[src/rtl/ram_march_bist.sv]
// March C- built-in self-test initiator for a single-port synchronous RAM.
// It walks six march elements over every address and stops at the first
// mismatch, recording the failing address and the data read there.
//
// Handshake with the RAM: a read presents mem_addr with mem_we=0, and the
// data comes back on mem_rdata one clock later. A write presents mem_addr,
// mem_wdata and mem_we=1 in the same cycle. mem_wdata is zero whenever
// mem_we is low.
module ram_march_bist #(
  parameter int ADDR_WIDTH = 6,
  parameter int DATA_WIDTH = 8,
  parameter logic [DATA_WIDTH-1:0] BG = 8'h00
) (
  input  logic                  clk,
  input  logic                  rst,
  input  logic                  start,
  output logic                  busy,
  output logic                  done,
  output logic                  pass,
  output logic [ADDR_WIDTH-1:0] fail_addr,
  output logic [DATA_WIDTH-1:0] fail_data,
  output logic [ADDR_WIDTH-1:0] mem_addr,
  output logic [DATA_WIDTH-1:0] mem_wdata,
  output logic                  mem_we,
  input  logic [DATA_WIDTH-1:0] mem_rdata
);

  typedef enum logic [1:0] {IDLE = 2'd0, RUN = 2'd1, DONE = 2'd2} state_t;

  localparam logic [ADDR_WIDTH-1:0] ADDR_MAX = '1;
  localparam logic [2:0]            LAST_ELEM = 3'd5;

  state_t                  state;
  state_t                  state_next;
  logic [2:0]              elem;
  logic [ADDR_WIDTH-1:0]   addr;
  logic                    phase;      // 0 = read cycle, 1 = compare cycle
  logic                    down;
  logic                    addr_last;
  logic                    step_done;
  logic                    mismatch;
  logic                    last_check;
  logic [DATA_WIDTH-1:0]   exp_rd;
  logic [DATA_WIDTH-1:0]   wr_pat;

  // Odd elements read BG and write ~BG; even elements read ~BG and write BG.
  // M0 only writes BG and M5 only reads BG, which fits the same rule.
  assign exp_rd     = elem[0] ? BG : ~BG;
  assign wr_pat     = elem[0] ? ~BG : BG;
  assign down       = (elem == 3'd3) || (elem == 3'd4);
  assign addr_last  = down ? (addr == '0) : (addr == ADDR_MAX);
  assign step_done  = (elem == 3'd0) || phase;
  assign mismatch   = (state == RUN) && (elem != 3'd0) && phase &&
                      (mem_rdata != exp_rd);
  assign last_check = (elem == LAST_ELEM) && phase && addr_last;

  // State register
  always_ff @(posedge clk or posedge rst) begin
    if (rst) state <= IDLE;
    else     state <= state_next;
  end

  // Next-state logic
  always_comb begin
    state_next = state;
    case (state)
      IDLE:    if (start) state_next = RUN;
      RUN:     if (mismatch || last_check) state_next = DONE;
      DONE:    state_next = IDLE;
      default: state_next = IDLE;
    endcase
  end

  // Output decode: RAM port and status strobes
  always_comb begin
    busy      = (state == RUN);
    done      = (state == DONE);
    mem_addr  = '0;
    mem_we    = 1'b0;
    mem_wdata = '0;
    if (state == RUN) begin
      mem_addr = addr;
      mem_we   = (elem == 3'd0) ||
                 (phase && (elem != LAST_ELEM) && !mismatch);
      if (mem_we) mem_wdata = wr_pat;
    end
  end

  // Element / address / phase sequencing; cleared whenever not running
  always_ff @(posedge clk or posedge rst) begin
    if (rst) begin
      elem  <= '0;
      addr  <= '0;
      phase <= 1'b0;
    end else if (state == RUN && state_next == RUN) begin
      if (step_done) begin
        phase <= 1'b0;
        if (addr_last) begin
          elem <= elem + 3'd1;
          // Elements M3 and M4 walk downward from the top address.
          addr <= ((elem == 3'd2) || (elem == 3'd3)) ? ADDR_MAX : '0;
        end else begin
          addr <= down ? addr - 1'b1 : addr + 1'b1;
        end
      end else begin
        phase <= 1'b1;
      end
    end else begin
      elem  <= '0;
      addr  <= '0;
      phase <= 1'b0;
    end
  end

  // Result registers: cleared by an accepted start, set at end of run
  always_ff @(posedge clk or posedge rst) begin
    if (rst) begin
      pass      <= 1'b0;
      fail_addr <= '0;
      fail_data <= '0;
    end else if (state == IDLE && start) begin
      pass      <= 1'b0;
      fail_addr <= '0;
      fail_data <= '0;
    end else if (state == RUN) begin
      if (mismatch) begin
        pass      <= 1'b0;
        fail_addr <= addr;
        fail_data <= mem_rdata;
      end else if (last_check) begin
        pass <= 1'b1;
      end
    end
  end

endmodule

[config.mk]
export PLATFORM = sky130hd
export DESIGN_NAME = ram_march_bist
export DESIGN_NICKNAME = d
export VERILOG_FILES = /design/src/rtl/ram_march_bist.sv
export SDC_FILE = /design/constraint.sdc
export NUM_CORES = 1
export LEC_CHECK = 0
export CAP_MARGIN = 30
export CORE_MARGIN = 8
export CORE_UTILIZATION = 25
export DETAILED_ROUTE_END_ITERATION = 8
export PLACE_DENSITY_LB_ADDON = 0.25
export SETUP_SLACK_MARGIN = 0.4
export SKIP_CTS_REPAIR_TIMING = 1
export SLEW_MARGIN = 20
export SYNTH_ARGS = -nofsm -noshare
export SYNTH_HDL_FRONTEND = slang
export SYNTH_SLANG_ARGS = --single-unit
[constraint.sdc]
create_clock -name clk -period 3.1 [get_ports clk]
set_clock_uncertainty 0.05 [all_clocks]
set_input_delay 0.31 -clock clk [delete_from_list [all_inputs] [get_ports clk]]
set_output_delay 0.31 -clock clk [all_outputs]
set_load 0.02 [all_outputs]
* After elaboration in Yosys (flattened, before gate mapping)
Cells that the tools add are included.
Widths: inputs -> output; s select.
** Word-level totals
- Output and inout port bits :: 32
- Bits in registers :: 27
- Word-level logic and storage cells :: 77
- Input bits :: 11
** Operators by class
- Multiplexer cells :: 30
- Reductions and logical operators :: 25
- Eq/ne operators :: 12
- Add/sub/neg operators :: 3
** Operators with widths (number)
- $mux 8 :: 7
- $mux 6 :: 9
- $logic_and 1x1->1 :: 9
- $mux 3 :: 3
- $mux 1 :: 8
- $ne 8x8->1 :: 1
- $add 6x1->6 const B :: 1
- $eq 3x2->1 const B :: 2
- $eq 3x3->1 const B :: 2
- $eq 6x6->1 const B :: 1
- $logic_not 6->1 :: 1
- $reduce_and 2->1 :: 3
- $reduce_bool 3->1 :: 2
- $sub 6x1->6 const B :: 1
- $logic_or 1x1->1 :: 5
- $eq 2x1->1 const B :: 2
- $mux 2 :: 2
- $ne 2x2->1 const B :: 2
- $pmux 2 s2 :: 1
- $reduce_bool 2->1 :: 2
- $add 3x1->3 const B :: 1
- $logic_not 3->1 :: 1
- $ne 3x3->1 const B :: 1
- $eq 2x2->1 const B :: 1
- 2 further kinds :: 2

* Depth between registers and ports, before layout
- Depth in word-level cells :: 11
- Mapped depth :: 11
- Depth with buffers taken out :: 11

* Least setup slack after synthesis
Ideal clock, no wire load.
- Kind :: reg-to-output
- Start :: register elem[0]
- End :: output port mem_wdata[1]
- Arrival time :: 2.596 ns
- Buffers on the path :: 2
- Setup slack :: 0.144 ns
- Stages on the path, launching flop included :: 8
- Data required time :: 2.740 ns
- Path through :: dfrtp_1 > or4_1 > and3_1 > buf_6 > a211oi_1 > nor2_1 > nor3_1 > buf_4
** Between the ends
- Word-level cells in the longest chain between the ends :: 9
- Elaborated cells between the ends (all ways) :: 15
- Classes of those cells :: 2 x eq/ne; 4 x mux; 9 x reduce/logical
** Ends and longest elaborated chain
- start, declared :: line 35 : logic [2:0] elem;
- start signal, assigned :: line 99 : elem <= elem + 3'd1;
- parallel branches: the longest is 7 deep, another holds $mux 8
- $mux 8 (*) :: line 85 : if (mem_we) mem_wdata = wr_pat;
- $mux 8 (*) :: line 81 : if (state == RUN) begin
- end, declared :: line 23 : output logic [DATA_WIDTH-1:0] mem_wdata,
Every way passes the cells marked *.

* Worst setup path in the final report
- Start :: register elem[0]
- End :: output port mem_wdata[2]
The elaborated chain is that of the path after synthesis.

==> metrics <==
Post-Route WL=4.176 mm; Setup Viol. Count Final=0; Worst Hold Class=input port to asynchronous set/reset pin; max-cap viol count=0; Setup WS post-layout=514.0 ps; DRT Pass-1 Iters=4; CP Data Required Time=2740 ps; wire per inst=13.30 um; Tot GR Track Use=8.841%; worst slew pin tran=532.9 ps; sequential area share after synthesis=41.76%; CP arrival=2230 ps; Synth Net Count=211; Root Driver=clkbuf_8; final net count=259; Vias=1442; gpl congestion=0.7507; I/O pin count=43; antenna violations before repair=0; number of synthesized register bits=27; pre-CTS worst setup slack=-24.38 ps; number of synthesized flops with an enable pin=0; Peak Freq=0.3867 GHz; Remaining DRCs=0; M2 GR Usage=14.88%; Die Footprint=0.009302 mm^2; Die Width=96.45 um; relative max-transition margin=64.39%; total power=965.4 uW; cts bufs inserted=3; CTS tree=done; clk_lat worst skew=270 ps; most used routing layer in global routing=met2; met1 Usage GRT=11.11%; largest net degree at the start of global routing=35; biggest fanout along the worst timing path=8; min cycle time layout=2586 ps; setup_tns=0 ps; post-synth cell types=32; period utilisation layout=83.42%; antenna viol nets, final=0; num rows=29; yosys warns=0; hpwl dp=3.167 mm; Initial Util=25.62%; async set-reset flop share out of synthesis=100.0%; peak supply drop=0.2318 mV; largest cells by area after synthesis=dfrtp_1, nand2_1, ha_1; die height=96.45 um; Clock Sinks=27; Overflow after GRT=0; clock slew seen by the registers of the worst setup and hold paths=90 ps; vias in the first global route=1335; LEAKAGE=0.9672 nW; Worst Setup End Kind=output port; cells after synthesis=190; port buffer count=42; post-synth top area share=41.76%; antenna cells=0; P&R area growth vs syn=37.12%; H-tree depth=1; layout cells sized above 1=15.61%; first-pass GRT wire length=6.568 mm; CTS Buffer Depth=2; Via density=4.592; final hold violation count=0; max-slew violations=0; crit path launch type=flip-flop; status=finished clean; Mapped Area=0.001618 mm^2; met3 Use GR=1.700%; DR iter-0 viols=49; RSZ-0062 raised after global routing=false; area leader, netlist=dfrtp_1; Setup Crit Path Kind=flip-flop to output port; core area=0.006314 mm^2; Main synth FF type=dfrtp_1; power density over the cells=435.2 mW/mm^2; Syn Area/Cell=8.515 um^2
==> worst paths after layout <==
path / startpoint / endpoint / slack, ps / cells after the start
worst max-delay path: elem[0] / mem_wdata[2] / 510 / 8
worst min-delay path: rst / addr[4] / 360 / 3
worst max register to register: elem[0] / addr[5] / 560 / 10
worst min register to register: fail_data[3] / fail_data[3] / 480 / 2
max in group asynchronous: rst / elem[0] / 2350 / 3
min in group clk: fail_data[3] / fail_data[3] / 480 / 2
==> critical path, stage by stage, from the launching register on <==
cell and delay [ps]:
dfrtp_2 440, buf_4 150, or4_1 530, and3_4 210, a211oi_2 160, nor2_2 60, nor3_2 90, buf_4 170
buf_4 150
==> placed cells by master, fill, tap and decap left out, types with 2 or more instances in the layout <==
cell	instances
ha_1	9
nand3_1	2
nor4_1	3
a21oi_1	5
inv_1	12
and2_1	5
nand4_1	3
nor2_1	16
a21o_1	3
clkdlybuf4s50_1	33
buf_4	22
nor3_1	2
dfrtp_1	26
o21ai_1	5
xnor2_1	4
a211oi_2	2
nand2_1	38
o21ai_0	22
clkbuf_8	3
==> sequential cells by signal, summed over array words and instances (netlist names) <==
name	count
addr	6
elem	3
fail_addr	6
fail_data	8
pass	1
phase	1
state	2
==> through the flow <==
stage / util (%) / hold WS [ps] / cells / instance area [um^2]
2_1_floorplan: - / 312.7 / 190 / 1623
3_3_place_gp: 34.07 / 464.7 / 308 / 2151
3_5_place_dp: 34.07 / 472.8 / 308 / 2151
4_1_cts: 34.78 / 376.3 / 312 / 2196
5_1_grt: 35.14 / 402.7 / 314 / 2218
6_report: 35.14 / 364.0 / 314 / 2218
==> per-layer routing <==
metal	wire, um	part of all wire, %	up-vias
met2	1957	47	31
met4	44	1.1	0
met5	0	0	-
li1	-	-	727
met1	1895	45	680
met3	278	6.7	4
==> area by class of cell <==
type	count	area [um^2]
Fill cell	662	4095
Multi-Input combinational cell	137	835.8
Sequential cell	27	676.9
Inverter	12	45.04
Timing Repair Buffer	57	519.2
Tap cell	77	96.34
Clock buffer	4	45.04
==> power by group <==
group          switching (mW)  leakage (nW)  internal [mW]
sequential             0.0443         0.361          0.386
clock                   0.110        0.0228         0.0921
combinational           0.173         0.583          0.160
total                   0.327         0.967          0.638
==> cell usage after synthesis, drive strengths merged (2+ instances only) <==
library cell	count
buf	8
a21o	3
and2	5
nand2	38
o31ai	2
nor3	4
nand4	3
dfrtp	27
nor4	3
nor2b	2
inv	12
ha	9
clkbuf	6
a211oi	3
o21ai	27
nor2	17
xnor2	4
and3	2
nand3	2
a21oi	5
==> cells by family (layout without fill, tap and decap cells) <==
logic type | Yosys count | count (layout) | synth area share [%]
AND/OR/NAND/NOR | 80 | 80 | 23.36
AO/OA/AOI/OAI | 42 | 42 | 15.47
adder cells (fa/ha/maj) | 10 | 10 | 8.198
buffers and inverters | 26 | 73 | 8.120
XOR/XNOR | 4 | 4 | 2.165
multiplexers | 1 | 1 | 0.9278
flip-flops | 27 | 27 | 41.76
Power figures use the tool's default switching activity.
